**config.mk**
```make
export PLATFORM = sky130hd
export DESIGN_NAME = fifo_core_flat
export DESIGN_NICKNAME = d
export VERILOG_FILES = /design/src/rtl/fifo_pkg.sv /design/src/rtl/fifo_core_if.sv /design/src/rtl/fifo_mem.sv /design/src/rtl/fifo_core.sv /design/src/flat_wrapper.sv
export SDC_FILE = /design/constraint.sdc
export NUM_CORES = 1
export LEC_CHECK = 0
export ABC_AREA = 1
export BUFFER_PORTS_ARGS = -buffer_cell sky130_fd_sc_hd__buf_2
export CAP_MARGIN = 20
export CELL_PAD_IN_SITES_DETAIL_PLACEMENT = 1
export CELL_PAD_IN_SITES_GLOBAL_PLACEMENT = 1
export CORE_ASPECT_RATIO = 0.8
export CORE_MARGIN = 8
export CORE_UTILIZATION = 36
export DETAILED_ROUTE_END_ITERATION = 7
export PLACE_DENSITY = 0.74
export SETUP_SLACK_MARGIN = 0.15
export SKIP_LAST_GASP = 1
export SYNTH_ARGS = -nofsm -noshare
export SYNTH_HDL_FRONTEND = slang
export SYNTH_SLANG_ARGS = --single-unit
```
**constraint.sdc**
```tcl
create_clock -name clock -period 2.81 [get_ports clock]
set_clock_uncertainty 0.2 [all_clocks]
set_input_delay 0.4215 -clock clock [delete_from_list [all_inputs] [get_ports clock]]
set_output_delay 0.4215 -clock clock [all_outputs]
set_load 0.05 [all_outputs]
```
**src/rtl/fifo_pkg.sv**
```systemverilog
// Shared FIFO constants and the control-FSM state type.
// Used by the FIFO storage block, its control logic and the benches.
package fifo_pkg;

    localparam int FIFO_DATA_WIDTH = 8;
    localparam int FIFO_DEPTH      = 8;

    // States of the button-driven control FSM that sits on the requester side.
    typedef enum logic [1:0] {
        IDLE  = 2'd0,
        WRITE = 2'd1,
        READ  = 2'd2
    } fifo_state_t;

    function automatic bit fifo_depth_ok(input int depth);
        return (depth >= 2) && ((depth & (depth - 1)) == 0);
    endfunction

endpackage

```
**src/rtl/fifo_core_if.sv**
```systemverilog
// FIFO control interface: requester (master) drives wen/ren/din,
// the storage block (slave) returns data, status and error flags.
interface fifo_core_if
    import fifo_pkg::*;
#(
    parameter int DATA_WIDTH = FIFO_DATA_WIDTH,
    parameter int DEPTH      = FIFO_DEPTH,
    localparam int ADDR_WIDTH = $clog2(DEPTH)
);

    logic                  wen;
    logic                  ren;
    logic [DATA_WIDTH-1:0] din;
    logic [DATA_WIDTH-1:0] dout;
    logic                  rd_valid;
    logic                  full;
    logic                  empty;
    logic [ADDR_WIDTH:0]   count;
    logic                  overflow;
    logic                  underflow;

    modport master (
        output wen,
        output ren,
        output din,
        input  dout,
        input  rd_valid,
        input  full,
        input  empty,
        input  count,
        input  overflow,
        input  underflow
    );

    modport slave (
        input  wen,
        input  ren,
        input  din,
        output dout,
        output rd_valid,
        output full,
        output empty,
        output count,
        output overflow,
        output underflow
    );

endinterface

```
**src/rtl/fifo_mem.sv**
```systemverilog
// Simple dual-port RAM: synchronous write, registered read that holds its
// value between reads. Only the output register is reset.
module fifo_mem #(
    parameter int DATA_WIDTH = 8,
    parameter int DEPTH      = 8,
    localparam int ADDR_WIDTH = $clog2(DEPTH)
) (
    input  logic                  clk,
    input  logic                  srst,
    input  logic                  we,
    input  logic [ADDR_WIDTH-1:0] waddr,
    input  logic [DATA_WIDTH-1:0] wdata,
    input  logic                  re,
    input  logic [ADDR_WIDTH-1:0] raddr,
    output logic [DATA_WIDTH-1:0] rdata
);

    logic [DATA_WIDTH-1:0] mem [DEPTH];
    logic [DATA_WIDTH-1:0] rdata_reg;

    always_ff @(posedge clk) begin
        if (we) begin
            mem[waddr] <= wdata;
        end
    end

    // Same-address read and write in one cycle returns the old word.
    always_ff @(posedge clk) begin
        if (srst) begin
            rdata_reg <= '0;
        end else if (re) begin
            rdata_reg <= mem[raddr];
        end
    end

    assign rdata = rdata_reg;

endmodule

```
**src/rtl/fifo_core.sv**
```systemverilog
// FIFO storage/pointer block: level wen/ren, one transfer per clock,
// registered full/empty/count, registered read data and sticky error flags.
module fifo_core
    import fifo_pkg::*;
#(
    parameter int DATA_WIDTH = FIFO_DATA_WIDTH,
    parameter int DEPTH      = FIFO_DEPTH,
    localparam int ADDR_WIDTH = $clog2(DEPTH)
) (
    input  logic       clock,
    input  logic       reset,
    fifo_core_if.slave bus
);

    localparam logic [ADDR_WIDTH:0]   FULL_COUNT = (ADDR_WIDTH + 1)'(DEPTH);
    localparam logic [ADDR_WIDTH:0]   CNT_ONE    = (ADDR_WIDTH + 1)'(1);
    localparam logic [ADDR_WIDTH-1:0] PTR_ONE    = ADDR_WIDTH'(1);

    logic [ADDR_WIDTH-1:0] wr_ptr_reg;
    logic [ADDR_WIDTH-1:0] rd_ptr_reg;
    logic [ADDR_WIDTH:0]   count_reg;
    logic [ADDR_WIDTH:0]   count_next;
    logic                  full_reg;
    logic                  empty_reg;
    logic                  rd_valid_reg;
    logic                  overflow_reg;
    logic                  underflow_reg;

    logic                  wr_acc;
    logic                  rd_acc;
    logic                  mem_we;
    logic                  mem_re;
    logic [DATA_WIDTH-1:0] mem_rdata;

    // A read frees a slot in the same cycle, so a full FIFO still takes a write.
    always_comb begin
        rd_acc     = bus.ren & ~empty_reg;
        wr_acc     = bus.wen & (~full_reg | rd_acc);
        count_next = count_reg;
        if (wr_acc & ~rd_acc) begin
            count_next = count_reg + CNT_ONE;
        end else if (rd_acc & ~wr_acc) begin
            count_next = count_reg - CNT_ONE;
        end
    end

    // Reset must block the RAM ports too, since the array itself is not reset.
    assign mem_we = wr_acc & ~reset;
    assign mem_re = rd_acc & ~reset;

    always_ff @(posedge clock) begin
        if (reset) begin
            wr_ptr_reg    <= '0;
            rd_ptr_reg    <= '0;
            count_reg     <= '0;
            full_reg      <= 1'b0;
            empty_reg     <= 1'b1;
            rd_valid_reg  <= 1'b0;
            overflow_reg  <= 1'b0;
            underflow_reg <= 1'b0;
        end else begin
            if (wr_acc) begin
                wr_ptr_reg <= wr_ptr_reg + PTR_ONE;
            end
            if (rd_acc) begin
                rd_ptr_reg <= rd_ptr_reg + PTR_ONE;
            end
            count_reg    <= count_next;
            full_reg     <= (count_next == FULL_COUNT);
            empty_reg    <= (count_next == '0);
            rd_valid_reg <= rd_acc;
            if (bus.wen & ~wr_acc) begin
                overflow_reg <= 1'b1;
            end
            if (bus.ren & empty_reg) begin
                underflow_reg <= 1'b1;
            end
        end
    end

    fifo_mem #(
        .DATA_WIDTH (DATA_WIDTH),
        .DEPTH      (DEPTH)
    ) u_mem (
        .clk   (clock),
        .srst  (reset),
        .we    (mem_we),
        .waddr (wr_ptr_reg),
        .wdata (bus.din),
        .re    (mem_re),
        .raddr (rd_ptr_reg),
        .rdata (mem_rdata)
    );

    assign bus.dout      = mem_rdata;
    assign bus.rd_valid  = rd_valid_reg;
    assign bus.full      = full_reg;
    assign bus.empty     = empty_reg;
    assign bus.count     = count_reg;
    assign bus.overflow  = overflow_reg;
    assign bus.underflow = underflow_reg;

endmodule

```
**src/flat_wrapper.sv**
```systemverilog
// flat-port wrapper written by rule: the top's interface ports become plain ports
module fifo_core_flat import fifo_pkg::*;
#(
    parameter int DATA_WIDTH = FIFO_DATA_WIDTH,
    parameter int DEPTH      = FIFO_DEPTH,
    localparam int ADDR_WIDTH = $clog2(DEPTH)
)
  (clock, reset, bus_wen, bus_ren, bus_din, bus_dout, bus_rd_valid, bus_full, bus_empty, bus_count, bus_overflow, bus_underflow);
  fifo_core_if #(.DATA_WIDTH(DATA_WIDTH), .DEPTH(DEPTH)) bus_i ();
  input  logic clock;
  input  logic reset;
  input wire logic [$bits(bus_i.wen)-1:0] bus_wen;
  input wire logic [$bits(bus_i.ren)-1:0] bus_ren;
  input wire logic [$bits(bus_i.din)-1:0] bus_din;
  output wire logic [$bits(bus_i.dout)-1:0] bus_dout;
  output wire logic [$bits(bus_i.rd_valid)-1:0] bus_rd_valid;
  output wire logic [$bits(bus_i.full)-1:0] bus_full;
  output wire logic [$bits(bus_i.empty)-1:0] bus_empty;
  output wire logic [$bits(bus_i.count)-1:0] bus_count;
  output wire logic [$bits(bus_i.overflow)-1:0] bus_overflow;
  output wire logic [$bits(bus_i.underflow)-1:0] bus_underflow;
  assign bus_i.wen = bus_wen;
  assign bus_i.ren = bus_ren;
  assign bus_i.din = bus_din;
  assign bus_dout = bus_i.dout;
  assign bus_rd_valid = bus_i.rd_valid;
  assign bus_full = bus_i.full;
  assign bus_empty = bus_i.empty;
  assign bus_count = bus_i.count;
  assign bus_overflow = bus_i.overflow;
  assign bus_underflow = bus_i.underflow;
  fifo_core #(.DATA_WIDTH(DATA_WIDTH), .DEPTH(DEPTH)) u_core (.clock(clock), .reset(reset), .bus(bus_i));
endmodule
```
==> summary.txt, run 1 <==
Outcome
  • Status: finished, final reports clean

Timing
  • Worst-Margin Slew: 0.819 ns
  • Period utilization: 0.768
  • Hold Fails Final Rpt: 0
  • Crit path setup slack, layout: 0.653 ns
  • Max frequency: 0.464 GHz
  • Final setup viols: 0
  • RSZ-0062 raised after global routing: false
  • Final Max Slew Viols: 0
  • Max transition margin: 0.453
  • Setup TNS: 0 ns
  • Fin Hold WS: 0.165 ns
  • Tmin final: 2.16 ns

Finish
  • Non-Filler Instances: 499
  • Share of cells above drive strength 1: 0.171
  • Antenna Cells: 0
  • Max FFs per register: 64
  • Commonest non-fill, non-tap cells in the layout: 64 x edfxtp_1, 62 x nor2_1, 38 x nand2_1
  • Util after Layout: 0.431
  • Design area: 0.00416 mm^2
  • Area Overhead vs Synth: 16.4%
  • # nets final: 374
  • Most common cell after layout, fill and taps aside: edfxtp_1

CTS
  • Max Buffers Root-to-Sink: 2
  • Later-pin clock latency in the skew report: 0.33 ns
  • Num CTS Buffers: 9
  • Worst-path clk slew: 0.06 ns
  • Hold_buf cts: 0
  • Num Clock Sinks: 87
  • CTS tree: done
  • CTS H-tree lvls: 3
  • Postcts setup bufs: 0
  • Root Buffer: clkbuf_16
  • Post-cts sizing count: 0

Synthesis
  • Sequential-to-total area share from yosys stat: 0.666
  • Synthesized area: 0.00358 mm^2
  • Syn_nets: 341
  • Yosys warns: 0
  • EDFF count, synth: 64
  • Post-Synthesis Cells: 325
  • #FFs+latches synth: 87
  • Syn_area_per_cell: 11.0 um^2
  • Main synth FF type: edfxtp_1
  • Synth cell types: 27
  • Async set or reset register ratio after synthesis: 0

Floorplan
  • Starting density of the core: 0.371
  • IO Pins: 29
  • # rows: 32
  • Die Area: 0.0134 mm^2
  • Total core area: 0.00965 mm^2
  • Die width: 127 um
  • Chip height: 105 um

Worst setup path
  • R2R depth: 5
  • FF-to-FF setup slack: 0.65 ns
  • Crit path required time: 2.57 ns
  • Critical-path cell list: inv_2, nand2_4, a21oi_2, nand3_1, nor2_1
  • CP Launch Type: flop
  • Crit path from: u_core.bus.empty
  • Critical path arrival: 1.92 ns
  • Critical Path Max Stage Delay: 0.58 ns
  • CP delay by family, top: simple AND/OR/NAND/NOR gates
  • Critical-path maximum fanout: 8
  • Worst reg2reg startpoint: u_core.bus.empty
  • Crit path depth: 5
  • Slowest CP cell: nor2_1
  • Setup CP Type: flop to flop
  • Worst path bufs/invs: 1
  • Critical Path End Type: flop

Drt
  • Total number of vias: 2488
  • Pre-antenna DRT Iters: 4
  • Post-route ant nets: 0
  • DR DRC count: 0
  • Drt first-iter violations: 126
  • WL final: 8840 um
  • Vias per std cell: 4.99
  • Routed wire per std cell: 17.7 um

Global routing
  • Initial antenna violation count: 0
  • Global Route Usage Sum: 0.140
  • Remaining global-route overflow: 0
  • First-pass GRT wire length: 14200 um
  • Number of global-route vias before repair: 2677
  • Pin count of the biggest net entering global routing: 35

Power
  • Total power: 3.13 mW
  • Pwr Density: 753 mW/mm^2
  • Worst ir drop on vdd: 0.000421 V
  • P_leak: 1.54 nW

Run
  • Max Cap Viol: 0

Worst hold path
  • Hold path cells: 2
  • Hold wc startpoint: reset
  • Hold crit path type: input pin to flop

Place
  • Placed inst area: 0.00386 mm^2
  • Worst slack, placed: 0.462 ns
  • Inst Count DP: 483
  • DP Wirelength: 6300 um
  • Port Buf Inserts: 28
  • Gpl congestion: 0.801
==> where the power goes <==
group / total, mW / switching (mW) / internal (mW)
clock: 1.22 / 0.448 / 0.771
combinational: 0.440 / 0.320 / 0.120
sequential: 1.47 / 0.0477 / 1.43
==> worst reg2reg max path: stages, from the launching register on <==
cell     delay [ns]
dfxtp_1        0.32
inv_2          0.08
nand2_4        0.09
a21oi_2        0.25
nand3_1        0.25
nor2_1         0.59
==> layer usage <==
layer / vias to the layer above / wire (um) / track usage
li1: 1194 / - / -
met1: 1258 / 4010 / 0.174
met2: 34 / 4480 / 0.234
met3: 2 / 326 / 0.0356
met4: 0 / 21 / 0.0424
met5: - / 0 / 0
==> cell usage after synthesis, types with 2 or more instances <==
library cell / n / area share
edfxtp_1: 64 / 0.54
nor2_1: 62 / 0.065
nand2_1: 38 / 0.040
o21ai_0: 29 / 0.041
dfxtp_1: 23 / 0.13
o211ai_1: 16 / 0.034
o21ai_1: 15 / 0.021
inv_1: 14 / 0.015
nand3_1: 11 / 0.015
a21oi_1: 10 / 0.014
buf_2: 9 / 0.013
nor3_1: 6 / 0.0084
a21oi_2: 5 / 0.012
ha_1: 4 / 0.014
inv_2: 4 / 0.0042
buf_4: 3 / 0.0063
buf_6: 2 / 0.0063
==> worst paths after layout <==
| kind | end |
|---|---|
| hold reg to reg | u_core.bus.overflow |
| hold / removal | u_core.bus.underflow |
| setup / recovery | u_core.u_mem.mem[5][2] |
| setup reg to reg | u_core.u_mem.mem[5][2] |
==> layout make-up <==
cell class | count | area, um^2
fill | 1080 | 5490
sequential | 87 | 2380
multi-input combinational | 204 | 1030
clock buffer | 11 | 233
timing repair buffer | 36 | 200
tap | 136 | 170
inverter | 20 | 77.6
clock inverter | 5 | 72.6
==> cell families (layout without fill, tap and decap cells) <==
| group | after synthesis | in the layout | share of synthesized area |
|---|---|---|---|
| XOR/XNOR | 2 | 2 | 0.00490 |
| adder cells (fa/ha/maj) | 4 | 4 | 0.0140 |
| AO/OA/AOI/OAI | 77 | 77 | 0.126 |
| flip-flops | 87 | 87 | 0.666 |
| AND/OR/NAND/NOR | 121 | 121 | 0.143 |
| buffers and inverters | 34 | 72 | 0.0469 |
No activity file was read; power rests on OpenSTA's default activity.
==> inputs of run 2 (changes only) <==
--- a/config.mk
+++ b/config.mk
@@ -14,7 +14,7 @@
 export CORE_MARGIN = 8
 export CORE_UTILIZATION = 36
 export DETAILED_ROUTE_END_ITERATION = 7
-export PLACE_DENSITY = 0.74
+export PLACE_DENSITY = 0.76
 export SETUP_SLACK_MARGIN = 0.15
 export SKIP_LAST_GASP = 1
 export SYNTH_ARGS = -nofsm -noshare
==> constraint.sdc (replaced) <==
create_clock -name clock -period 1.7 [get_ports clock]
set_clock_uncertainty 0.2 [all_clocks]
set_input_delay 0.255 -clock clock [delete_from_list [all_inputs] [get_ports clock]]
set_output_delay 0.255 -clock clock [all_outputs]
set_load 0.05 [all_outputs]
==> summary.txt, run 2 (same netlist as run 1, synthesis figures left out) <==
Timing
  • Worst-Margin Slew: 0.349 ns
  • Fin Hold WS: 0.0236 ns
  • Crit path setup slack, layout: -0.00338 ns
  • Final setup viols: 3
  • RSZ-0062 raised after global routing: true
  • Hold Fails Final Rpt: 0
  • Final Max Slew Viols: 0
  • Tmin final: 1.70 ns
  • Max transition margin: 0.766
  • Max frequency: 0.587 GHz
  • Period utilization: 1.00

Finish
  • Antenna Cells: 0
  • Max FFs per register: 64
  • Commonest non-fill, non-tap cells in the layout: 64 x edfxtp_1, 44 x nor2_1, 28 x buf_2
  • Most common cell after layout, fill and taps aside: edfxtp_1
  • Area of the multi-input gates: 0.00129 mm^2
  • # fillers: 1003
  • Design area: 0.00497 mm^2
  • # nets final: 414
  • Reg area: 0.00240 mm^2
  • Area Overhead vs Synth: 39.0%
  • Share of cells above drive strength 1: 0.414

Power
  • Worst ir drop on vdd: 0.000889 V
  • Sw power: 1.58 mW
  • Flop pwr share: 0.445
  • Clock power share: 0.339
  • Comb pwr share: 0.216
  • Net Sw Frac: 0.290
  • P_leak: 1.84 nW
  • Pwr Density: 1100 mW/mm^2
  • Power Internal: 3.88 mW

Worst setup path
  • Critical Path End Type: flop
  • Critical path arrival: 1.56 ns
  • Critical Path Max Stage Delay: 0.35 ns
  • Crit path required time: 1.56 ns
  • FF-to-FF setup slack: -0.003 ns
  • Worst reg2reg startpoint: u_core.bus.empty
  • Critical-path cell list: inv_4, nand2_8, a21oi_4, nand2_4, nor3_4, buf_12
  • Setup CP Type: flop to flop
  • Slowest CP cell: dfxtp_4
  • CP Launch Type: flop
  • R2R depth: 6
  • Reg2reg end: u_core.u_mem.mem[0][3]
  • Critical-path maximum fanout: 8

Floorplan
  • IO Pins: 29
  • Die width: 127 um
  • Starting density of the core: 0.371
  • # rows: 32
  • Total core area: 0.00965 mm^2
  • Chip height: 105 um
  • Die Area: 0.0134 mm^2

Drt
  • Vias per std cell: 5.12
  • Drt first-iter violations: 158
  • WL final: 11100 um
  • Total number of vias: 2757
  • Pre-antenna DRT Iters: 5
  • Post-route ant nets: 0
  • Routed wire per std cell: 20.7 um
  • DR DRC count: 0

Worst hold path
  • Hold Path End: u_core.u_mem.mem[6][0]
  • Hold wc startpoint: bus_din[0]
  • Hold crit path type: input pin to flop
  • Hold path cells: 1

Global routing
  • Pin count of the biggest net entering global routing: 18
  • First-pass GRT wire length: 15600 um
  • Initial antenna violation count: 0
  • Number of global-route vias before repair: 2830
  • Global Route Usage Sum: 0.156
  • Remaining global-route overflow: 0

Outcome
  • Status: complete, but fails checks
  • Failing checks: setup timing

CTS
  • Num CTS Buffers: 9
  • Later-pin clock latency in the skew report: 0.35 ns
  • CTS tree: done
  • Max Buffers Root-to-Sink: 2
  • Worst-path clk slew: 0.06 ns
  • Num Clock Sinks: 87
  • Root Buffer: clkbuf_16
  • CTS H-tree lvls: 3

Run
  • Max Cap Viol: 0

Place
  • Port Buf Inserts: 28
  • Placed inst area: 0.00418 mm^2
  • DP Wirelength: 6730 um
  • Gpl congestion: 0.766
## run 2: worst max path at each step
| stage | slack (ns) | startpoint | depth (start not counted) | end |
|---|---|---|---|---|
| global route | -0.05 | u_core.bus.empty | 6 | u_core.u_mem.mem[0][0] |
| detailed placement | -0.08 | bus_ren | 5 | u_core.u_mem.mem[5][7] |
| finish | -0.003 | u_core.bus.empty | 6 | u_core.u_mem.mem[0][3] |
| CTS | 0.007 | u_core.bus.empty | 6 | u_core.u_mem.mem[0][3] |
| floorplan | -0.06 | u_core.bus.empty | 5 | u_core.u_mem.mem[0][0] |
| global placement | -0.02 | bus_ren | 5 | u_core.u_mem.mem[3][5] |
## run 2: layout make-up
| class | instances | area share |
|---|---|---|
| Clock buffer | 13 | 0.0524 |
| Clock inverter | 3 | 0.00327 |
| Inverter | 20 | 0.0181 |
| Multi-Input combinational cell | 204 | 0.260 |
| Sequential cell | 87 | 0.483 |
| Tap cell | 136 | 0.0342 |
| Timing Repair Buffer | 75 | 0.146 |
| Timing Repair inverter | 1 | 0.00327 |
## run 2: worst max-delay path: cells and delay by family (launching register included)
family          cells  cell delay, ns
compound gates      1            0.23
buf+inv             2            0.22
flops               1            0.35
simple gates        3            0.41
## run 2: timing repair
action                                  4_1_cts  5_1_grt
pin swaps                                     9       38
endpoints found under the setup margin       72       77
gates cloned                                  3        4
hold buffers                                  0        0
gates resized for setup                      15       67
setup buffers                                 4       13
## run 2: metrics by stage
stage / worst slack (ns) / TNS [ns] / power [mW] / instances / utilization
finish: -0.00338 / -0.00947 / 5.46 / 539 / 0.515
global route: -0.0521 / -1.64 / 5.65 / 539 / 0.515
CTS: 0.00682 / 0 / 5.27 / 522 / 0.478
detailed placement: -0.0797 / -2.42 / 3.35 / 499 / 0.433
global placement: -0.0246 / -0.613 / 3.31 / 499 / 0.433
floorplan: -0.0594 / -2.50 / 3.03 / 325 / -
## run 2: power by group through the flow
stage	Combinational, mW	Clock (mW)	Sequential (mW)
global placement	0.851	0	2.46
finish	1.18	1.85	2.43
floorplan	0.413	0	2.62
global route	1.26	1.95	2.44
detailed placement	0.879	0	2.47
CTS	0.970	1.87	2.43
## run 2: per-layer routing
| layer | vias to the layer above | wire length (um) | track usage |
|---|---|---|---|
| met1 | 1405 | 4810 | 0.188 |
| met4 | 0 | 139 | 0.0508 |
| li1 | 1297 | - | - |
| met2 | 44 | 5690 | 0.266 |
| met5 | - | 0 | 0 |
| met3 | 11 | 503 | 0.0401 |
